<file path="src/rtl/proc_checkpoint_monitor.sv">
// proc_checkpoint_monitor: self-check monitor that sits beside the single-cycle
// core. It compares MemtoRegOut against a table of (PC threshold, expected value)
// checkpoints, counts passes/failures and aborts runaway programs via a watchdog.
// Ports: CLK/reset (sync, active-high); cfg_* table load (IDLE only), cfg_count
// sampled on start; currentpc/MemtoRegOut observed core buses; busy/done/timeout/
// all_pass status; pass_count/fail_count saturating counters; chk_idx next entry;
// fail_idx/fail_actual first-failure capture (only when CHKMON_FAIL_CAPTURE_EN is
// defined, otherwise tied to 0). All outputs come from registers.
module proc_checkpoint_monitor #(
  parameter int NUM_CHK    = 4,
  parameter int DATA_W     = 64,
  parameter int PC_W       = 64,
  parameter int WDOG_W     = 16,
  parameter int WDOG_LIMIT = 255,
  localparam int IDX_W     = (NUM_CHK > 1) ? $clog2(NUM_CHK) : 1,
  localparam int CNT_W     = IDX_W + 1
) (
  input  logic              CLK,
  input  logic              reset,
  input  logic              cfg_we,
  input  logic [IDX_W-1:0]  cfg_idx,
  input  logic [PC_W-1:0]   cfg_pc,
  input  logic [DATA_W-1:0] cfg_expect,
  input  logic [CNT_W-1:0]  cfg_count,
  input  logic              start,
  input  logic [PC_W-1:0]   currentpc,
  input  logic [DATA_W-1:0] MemtoRegOut,
  output logic              busy,
  output logic              done,
  output logic              timeout,
  output logic              all_pass,
  output logic [7:0]        pass_count,
  output logic [7:0]        fail_count,
  output logic [CNT_W-1:0]  chk_idx,
  output logic [IDX_W-1:0]  fail_idx,
  output logic [DATA_W-1:0] fail_actual
);

  typedef enum logic [1:0] {
    IDLE    = 2'd0,
    RUN     = 2'd1,
    DONE    = 2'd2,
    TIMEOUT = 2'd3
  } state_t;

  state_t state, state_nxt;

  // Checkpoint table: deliberately not reset so a program can be re-run after reset.
  logic [PC_W-1:0]   tbl_pc  [NUM_CHK];
  logic [DATA_W-1:0] tbl_exp [NUM_CHK];

  logic [CNT_W-1:0]  cnt_q;
  logic [WDOG_W-1:0] wdog;
  logic [IDX_W-1:0]  cur_idx;
  logic              hit;
  logic              match;
  logic              last;
  logic              wdog_exp;
  logic              arm;

  always_ff @(posedge CLK) begin
    if (cfg_we && state == IDLE && 32'(cfg_idx) < NUM_CHK) begin
      tbl_pc[cfg_idx]  <= cfg_pc;
      tbl_exp[cfg_idx] <= cfg_expect;
    end
  end

  // chk_idx stays below cnt_q while in RUN, so its low bits address the table.
  assign cur_idx  = chk_idx[IDX_W-1:0];
  assign hit      = (state == RUN) && (currentpc >= tbl_pc[cur_idx]);
  assign match    = (MemtoRegOut == tbl_exp[cur_idx]);
  assign last     = hit && (chk_idx == cnt_q - CNT_W'(1));
  assign wdog_exp = (state == RUN) && (wdog == WDOG_W'(WDOG_LIMIT - 1));
  assign arm      = start && (state != RUN);

  always_ff @(posedge CLK) begin
    if (reset) state <= IDLE;
    else       state <= state_nxt;
  end

  always_comb begin
    state_nxt = state;
    case (state)
      IDLE:    if (start) state_nxt = RUN;
      // Completing the last checkpoint takes priority over an expiring watchdog.
      RUN:     if (last) state_nxt = DONE;
               else if (wdog_exp) state_nxt = TIMEOUT;
      DONE,
      TIMEOUT: if (start) state_nxt = RUN;
      default: state_nxt = IDLE;
    endcase
  end

  always_ff @(posedge CLK) begin
    if (reset) begin
      cnt_q      <= '0;
      wdog       <= '0;
      chk_idx    <= '0;
      pass_count <= '0;
      fail_count <= '0;
    end else if (arm) begin
      cnt_q      <= cfg_count;
      wdog       <= '0;
      chk_idx    <= '0;
      pass_count <= '0;
      fail_count <= '0;
    end else if (state == RUN) begin
      wdog <= wdog + WDOG_W'(1);
      if (hit) begin
        chk_idx <= chk_idx + CNT_W'(1);
        if (match) begin
          if (pass_count != 8'hFF) pass_count <= pass_count + 8'd1;
        end else begin
          if (fail_count != 8'hFF) fail_count <= fail_count + 8'd1;
        end
      end
    end
  end

`ifdef CHKMON_FAIL_CAPTURE_EN
  // fail_count only leaves zero on the first failure (it saturates, never wraps).
  always_ff @(posedge CLK) begin
    if (reset || arm) begin
      fail_idx    <= '0;
      fail_actual <= '0;
    end else if (hit && !match && fail_count == 8'd0) begin
      fail_idx    <= cur_idx;
      fail_actual <= MemtoRegOut;
    end
  end
`else
  assign fail_idx    = '0;
  assign fail_actual = '0;
`endif

  assign busy     = (state == RUN);
  assign done     = (state == DONE) || (state == TIMEOUT);
  assign timeout  = (state == TIMEOUT);
  assign all_pass = (state == DONE) && (fail_count == 8'd0) && (pass_count == 8'(cnt_q));

endmodule

</file>
<file path="config.mk">
export PLATFORM = sky130hd
export DESIGN_NAME = proc_checkpoint_monitor
export DESIGN_NICKNAME = d
export VERILOG_FILES = /design/src/rtl/proc_checkpoint_monitor.sv
export SDC_FILE = /design/constraint.sdc
export NUM_CORES = 1
export LEC_CHECK = 0
export ABC_CLOCK_PERIOD_IN_PS = 13700
export CAP_MARGIN = 10
export CORE_MARGIN = 3
export CORE_UTILIZATION = 49
export DETAILED_ROUTE_END_ITERATION = 12
export GPL_TIMING_DRIVEN = 0
export HOLD_SLACK_MARGIN = 0.05
export PLACE_DENSITY = 0.76
export SETUP_SLACK_MARGIN = 0.5
export SLEW_MARGIN = 20
export SYNTH_ARGS = -nofsm -noshare
export SYNTH_HDL_FRONTEND = slang
export SYNTH_SLANG_ARGS = --single-unit
export TNS_END_PERCENT = 50
</file>
<file path="constraint.sdc">
create_clock -name CLK -period 13.7 [get_ports CLK]
set_clock_uncertainty 0.15 [all_clocks]
set_input_delay 3.425 -clock CLK [delete_from_list [all_inputs] [get_ports CLK]]
set_output_delay 3.425 -clock CLK [all_outputs]
set_load 0.005 [all_outputs]
</file>
==> impl_metrics.env, run 1 <==
export IMPL_status="complete, no violations"
export IMPL_overflow=0
export IMPL_syn_area_sq_um=23300
export IMPL_end_kind="flop"
export IMPL_layout_area_overhead_vs_synth_pct=27.2
export IMPL_placed_area_sq_um=27800
export IMPL_core_sq_um=46800
export IMPL_gp_congestion=0.824
export IMPL_clockBufferDepth=3
export IMPL_yosys_cell_types_count=57
export IMPL_cts_root_buffer="clkbuf_16"
export IMPL_synthAdderAreaFrac=0.0381
export IMPL_synthMuxAreaShare=0.124
export IMPL_cts_buffers=56
export IMPL_die_area_sq_um=50200
export IMPL_syn_avg_cell_area_sq_um=18.0
export IMPL_pwr_share_seq=0.516
export IMPL_fmax_mhz=155
export IMPL_power_leakage_nw=10.3
export IMPL_hold_path_depth=2
export IMPL_synth_top_area_cell="edfxtp_1"
export IMPL_layout_cells_most_common_list="edfxtp_1, clkdlybuf4s50_1, mux4_2"
export IMPL_hold_slack_ps=352
export IMPL_yosysSeqAreaShare=0.696
export IMPL_period_share=0.470
export IMPL_slew_viol_final=0
export IMPL_antenna_found_initial=11
export IMPL_grt_pass1_wl_mm=78.8
export IMPL_hold_viol=0
export IMPL_final_common_cell="edfxtp_1"
export IMPL_die_width_microns=224
export IMPL_yosys_warnings=0
export IMPL_routedWlPerCell_microns=21.7
export IMPL_drt_iter0_drc=945
export IMPL_ios=354
export IMPL_ys_flop_type="edfxtp_1"
export IMPL_synth_top_family_by_area="multiplexers"
export IMPL_ant_nets=0
export IMPL_clkTransAtPathRegs_ps=60
export IMPL_grt_pass1_vias=13300
export IMPL_synthDominantCellAreaShare=0.660
export IMPL_vias=12900
export IMPL_nNetsFinal=2073
export IMPL_drt_vias_per_instance=5.40
export IMPL_synth_compound_area_share=0.0270
export IMPL_r2r_end="fail_count[7]"
export IMPL_drt_first_pass_iters=5
export IMPL_rr_worst_depth=16
export IMPL_numClockSinks=554
export IMPL_drc=0
export IMPL_synth_area_leaders="edfxtp_1, mux4_2, ha_1, dfxtp_1, xor2_1"
export IMPL_rsz0062_at_grt="false"
export IMPL_finalSetupTns_ps=0
export IMPL_p_int_w=0.00294
export IMPL_port_buffers=287
export IMPL_wl_mm=51.9
export IMPL_synthSimpleGateAreaFrac=0.0408
export IMPL_drive_gt1_frac=0.180
export IMPL_hpwl_mm=37.6
export IMPL_synth_edf_count=512
export IMPL_rows=79
export IMPL_synth_cells=1297
export IMPL_grt_max_degree=40
export IMPL_slew_headroom=0.335
export IMPL_final_setup_viol_count=0
export IMPL_grtUsageTotal=0.207
export IMPL_vdd_drop_max_v=0.000111
export IMPL_fin_area_sq_um=29600
export IMPL_worstHoldEndpoint="wdog[14]"
export IMPL_cts_max_level=2
export IMPL_worst_slew_pin_slew_ps=997
export IMPL_crit_arrival_ps=6740
export IMPL_cts_setup_buffers=0
export IMPL_min_path_type="flop to flop"
export IMPL_rrSetupSlack_ps=7690
export IMPL_cp_max_fo=10
export IMPL_crit_type="primary input to flop"
export IMPL_die_h_microns=224
export IMPL_cts_tree="yes"
export IMPL_synthArstFlopShare=0
export IMPL_clkPwrFrac=0.406
export IMPL_synth_xor_area_frac=0.0320
export IMPL_ctsHoldBuffers=0
export IMPL_start_kind="primary input"
export IMPL_pwr_share_comb=0.079
export IMPL_swShare=0.204
export IMPL_hold_start="wdog[14]"
export IMPL_worstSkewPairLatency_ps=590
export IMPL_p_per_area_nw_per_um2=125
export IMPL_cap_violations=0
export IMPL_crit_required_ps=14000
export IMPL_ys_seq_elements=554
export IMPL_initial_utilization=0.498
export IMPL_cts_resized=0
export IMPL_p_sw_w=0.000752
export IMPL_min_period_ps=6440
==> final cells by class <==
class / instances / area, sq um
antenna: 8 / 20.0
buffer: 104 / 682
clock buffer: 76 / 1520
clock inverter: 26 / 289
fill: 3259 / 17100
inverter: 76 / 285
multi-input combinational: 628 / 6380
sequential: 554 / 16200
tap: 607 / 759
timing repair buffer: 317 / 3480
==> sequential cells by signal, summed over array words and instances (netlist names), named ones only <==
signal      cells
tbl_pc        256
fail_count      8
chk_idx         3
state           2
tbl_exp       256
cnt_q           3
pass_count      8
wdog           16
==> cells in the mapped netlist (2+ instances only) <==
| cell | n |
|---|---|
| clkbuf_1 | 21 |
| nand3_1 | 19 |
| a21o_1 | 12 |
| o21a_1 | 4 |
| a221oi_1 | 4 |
| a21oi_1 | 41 |
| and3_1 | 7 |
| edfxtp_1 | 512 |
| or3_1 | 6 |
| dfxtp_1 | 42 |
| buf_6 | 4 |
| xnor2_1 | 9 |
| buf_4 | 68 |
| and2_1 | 2 |
| nor3b_1 | 2 |
| nand2_1 | 42 |
| a211oi_1 | 3 |
| xor2_1 | 76 |
| nand4_1 | 21 |
| and4_1 | 5 |
| nor2_1 | 30 |
| o211ai_1 | 2 |
| o22ai_1 | 3 |
| buf_2 | 4 |
| or4_1 | 4 |
| buf_1 | 7 |
| nand2b_1 | 4 |
| nor4b_1 | 2 |
| nor4_1 | 19 |
| mux4_2 | 128 |
| o21ai_0 | 18 |
| inv_1 | 75 |
| ha_1 | 71 |
| nand4b_1 | 2 |
| nor3_1 | 6 |
==> critical path, stage by stage <==
cell	delay, ps
clkdlybuf4s50_1	430
ha_1	310
nand4_1	130
nor3_1	260
or4b_1	490
a31oi_1	480
o21ai_1	280
a21o_1	280
buf_2	190
o311ai_0	340
o41ai_1	130
==> per-layer routing <==
layer,vias to the layer above,track usage,routed length [microns]
met5,-,0,55
met4,8,0.0617,1120
met3,74,0.0418,3540
met2,416,0.345,25900
met1,6544,0.281,21200
li1,5897,-,-
==> power by group through the flow <==
stage                     logic, W  registers (W)  clock network [W]
after global routing      0.000317        0.00191            0.00159
after floorplan           0.000138        0.00194                  0
final                     0.000291        0.00190            0.00150
after global placement    0.000268        0.00195                  0
after CTS                 0.000293        0.00190            0.00153
after detailed placement  0.000291        0.00194                  0
==> kinds of logic (layout without fill, tap and decap cells) <==
| logic type | after synthesis | after routing |
|---|---|---|
| buf+inv | 180 | 599 |
| fa+ha+maj | 71 | 71 |
| compound gates | 101 | 101 |
| simple gates | 176 | 176 |
| xor+xnor | 85 | 85 |
| other cells | 1 | 74 |
| flops | 554 | 554 |
| mux | 129 | 129 |
==> how the worst max path moves through the flow <==
stage                         end     startpoint  depth (start not counted)  slack, ps
floorplan           tbl_exp[1][0]         cfg_we                          3       3820
global route        fail_count[7]  currentpc[13]                         11       7070
CTS                 fail_count[7]  currentpc[13]                         11       7340
global placement    tbl_pc[1][39]         cfg_we                          4      -1370
detailed placement  fail_count[7]  currentpc[14]                         11       6700
finish              fail_count[7]  currentpc[13]                         11       7260
==> stage by stage <==
stage | utilization | setup slack [ps] | cells | power [W]
after global routing | 0.634 | 7070 | 2394 | 0.00382
after CTS | 0.633 | 7340 | 2388 | 0.00373
after global placement | 0.581 | -1370 | 2256 | 0.00222
final | 0.634 | 7260 | 2396 | 0.00369
after detailed placement | 0.595 | 6700 | 2286 | 0.00223
after floorplan | - | 3820 | 1362 | 0.00208
(Power assumes the default switching activity.)
==> run 2: changes to the inputs <==
--- a/config.mk
+++ b/config.mk
@@ -5,7 +5,7 @@
 export SDC_FILE = /design/constraint.sdc
 export NUM_CORES = 1
 export LEC_CHECK = 0
-export ABC_CLOCK_PERIOD_IN_PS = 13700
+export ABC_CLOCK_PERIOD_IN_PS = 5810
 export CAP_MARGIN = 10
 export CORE_MARGIN = 3
 export CORE_UTILIZATION = 49
==> constraint.sdc (replaced) <==
create_clock -name CLK -period 5.81 [get_ports CLK]
set_clock_uncertainty 0.15 [all_clocks]
set_input_delay 1.4525 -clock CLK [delete_from_list [all_inputs] [get_ports CLK]]
set_output_delay 1.4525 -clock CLK [all_outputs]
set_load 0.005 [all_outputs]
==> run 2 against run 1 <==
Against the previous run: power increased by 130%; non-clock buffer count decreased by 1; routed wire length up 0.65%; highest routed layer unchanged; clock power grew 130%; sequential power up 140%; flip-flop and latch count unchanged; final cell count down 0.29%; register-to-register slack worse by 6800 ps; sequential share of layout area about the same; core utilization barely moved; worst hold slack barely moved; critical path depth up 5.
==> impl_metrics.env, run 2 (synthesis results as in run 1) <==
export IMPL_status="complete, no violations"
export IMPL_drt_first_pass_iters=5
export IMPL_nNetsFinal=2071
export IMPL_placed_area_sq_um=27800
export IMPL_core_sq_um=46800
export IMPL_slew_headroom=0.476
export IMPL_cts_buffers=55
export IMPL_min_path_type="flop to flop"
export IMPL_reg_top3="tbl_exp: 256 flops, tbl_pc: 256 flops, wdog: 16 flops"
export IMPL_drt_vias_per_instance=5.39
export IMPL_pwr_share_seq=0.519
export IMPL_clkPwrFrac=0.402
export IMPL_hold_path_depth=2
export IMPL_cts_max_level=2
export IMPL_vias=12900
export IMPL_rr_worst_depth=16
export IMPL_clockBufferDepth=3
export IMPL_wl_mm=52.2
export IMPL_die_h_microns=224
export IMPL_fmax_mhz=202
export IMPL_clkTransAtPathRegs_ps=60
export IMPL_drive_gt1_frac=0.190
export IMPL_final_common_cell="edfxtp_1"
export IMPL_worstSkewPairLatency_ps=590
export IMPL_ant_nets=0
export IMPL_numClockSinks=554
export IMPL_crit_arrival_ps=5250
export IMPL_min_period_ps=4960
export IMPL_antenna_found_initial=14
export IMPL_cap_violations=0
export IMPL_swShare=0.203
export IMPL_final_setup_viol_count=0
export IMPL_vdd_drop_max_v=0.000261
export IMPL_grt_pass1_wl_mm=79.1
export IMPL_final_util=0.634
export IMPL_grtUsageTotal=0.209
export IMPL_slew_viol_final=0
export IMPL_grt_pass1_vias=13600
export IMPL_die_area_sq_um=50200
export IMPL_crit_top_cell="buf_2"
export IMPL_hpwl_mm=37.3
export IMPL_path_cells="buf_2 > clkbuf_4 > clkbuf_2 > buf_2 > mux4_2 > inv_1 > ha_1 > and4_1 > nand2_1 > or4_1 > nor2_1 > o21ai_1 > a21o_1 > buf_2 > o311ai_0 > o41ai_1"
export IMPL_power_leakage_nw=10.3
export IMPL_critPathSlowestCell="or4_1"
export IMPL_rsz0062_at_grt="false"
export IMPL_nFillCells=3274
export IMPL_cp_num_cells=16
export IMPL_drc=0
export IMPL_drt_iter0_drc=997
export IMPL_fin_cells=2389
export IMPL_ios=354
export IMPL_crit_family="buffers and inverters"
export IMPL_port_buffers=287
export IMPL_grt_max_degree=47
export IMPL_dp_cells=2285
export IMPL_routedWlPerCell_microns=21.9
export IMPL_worst_path_buf_inv=6
export IMPL_crit_type="flop to flop"
export IMPL_hold_viol=0
export IMPL_finalPower_w=0.00865
export IMPL_cts_tree="yes"
export IMPL_p_int_w=0.00690
export IMPL_end_kind="flop"
export IMPL_start_kind="flop"
export IMPL_initial_utilization=0.498
export IMPL_die_width_microns=224
export IMPL_p_sw_w=0.00176
export IMPL_layout_area_overhead_vs_synth_pct=27.2
export IMPL_cts_root_buffer="clkbuf_16"
export IMPL_crit_required_ps=6100
export IMPL_rows=79
export IMPL_pwr_share_comb=0.080
export IMPL_layout_cells_most_common_list="edfxtp_1, clkdlybuf4s50_1, mux4_2"
export IMPL_fin_area_sq_um=29600
export IMPL_cp_max_fo=10
export IMPL_period_share=0.853
export IMPL_slowest_delay_ps=680
export IMPL_overflow=0
export IMPL_p_per_area_nw_per_um2=292
export IMPL_worst_slew_pin_slew_ps=786
export IMPL_gp_congestion=0.847
-- run 2: cell types whose count changed in the layout (fill, tap and decap cells not counted), moves of 2 or more --
cell	delta
clkbuf_1	-15
buf_1	-6
buf_4	+5
clkbuf_4	+4
buf_16	-3
buf_6	-3
buf_8	+3
clkbuf_2	+3
diode_2	+3
buf_12	+2
clkbuf_8	-2
clkinv_2	+2
inv_6	-2
-- run 2: metal layers --
layer	global-route usage	up-vias	part of all wire
met5	0	-	0.0012
met4	0.0693	10	0.023
met3	0.0439	78	0.062
met2	0.355	395	0.51
met1	0.271	6494	0.40
li1	-	5888	-
-- run 2: final timing paths --
path | slack [ps] | startpoint | end
max | 850 | flop | fail_count[7]
min | 350 | wdog[12] | wdog[12]
max reg2reg | 850 | flop | fail_count[7]
min reg2reg | 350 | wdog[12] | wdog[12]
-- run 2: area by class of cell --
type,instances,area (sq um),share of cell area
multi-input cells,628,6410,0.216
inverters,76,285,0.00963
repair buffers,316,3450,0.116
plain buffers,104,722,0.0244
clock buffers,65,1440,0.0484
diodes,11,27.5,0.000929
well taps,607,759,0.0256
clock inverters,28,320,0.0108
flip-flops and latches,554,16200,0.547
-- run 2: stage by stage --
| stage | TNS, ps | setup slack (ps) | hold WS (ps) |
|---|---|---|---|
| after global routing | 0 | 521 | 389 |
| after detailed placement | -6450 | -404 | 344 |
| after global placement | -815420 | -2830 | 330 |
| after floorplan | 0 | 289 | 305 |
| final | 0 | 851 | 352 |
| after CTS | 0 | 548 | 359 |
-- run 2: what timing repair did --
item,in CTS,in global routing
gates resized for setup,39,10
hold buffers,0,0
setup buffers,0,0
setup endpoints to repair,23,11
gates cloned,0,0
-- run 2: worst reg2reg max path: stages, from the launching register on --
cell	delay [ps]
dfxtp_1	320
buf_2	300
clkbuf_4	340
clkbuf_2	300
buf_2	400
mux4_2	270
inv_1	60
ha_1	280
and4_1	240
nand2_1	100
or4_1	680
nor2_1	180
o21ai_1	190
a21o_1	290
buf_2	190
o311ai_0	380
o41ai_1	140
-- run 2: power groups by stage --
stage / Combinational, W / Clock (W) / Sequential (W)
after floorplan: 0.000327 / 0 / 0.00457
after global placement: 0.000634 / 0 / 0.00458
after detailed placement: 0.000685 / 0 / 0.00457
after CTS: 0.000694 / 0.00356 / 0.00449
after global routing: 0.000753 / 0.00371 / 0.00449
final: 0.000692 / 0.00347 / 0.00449
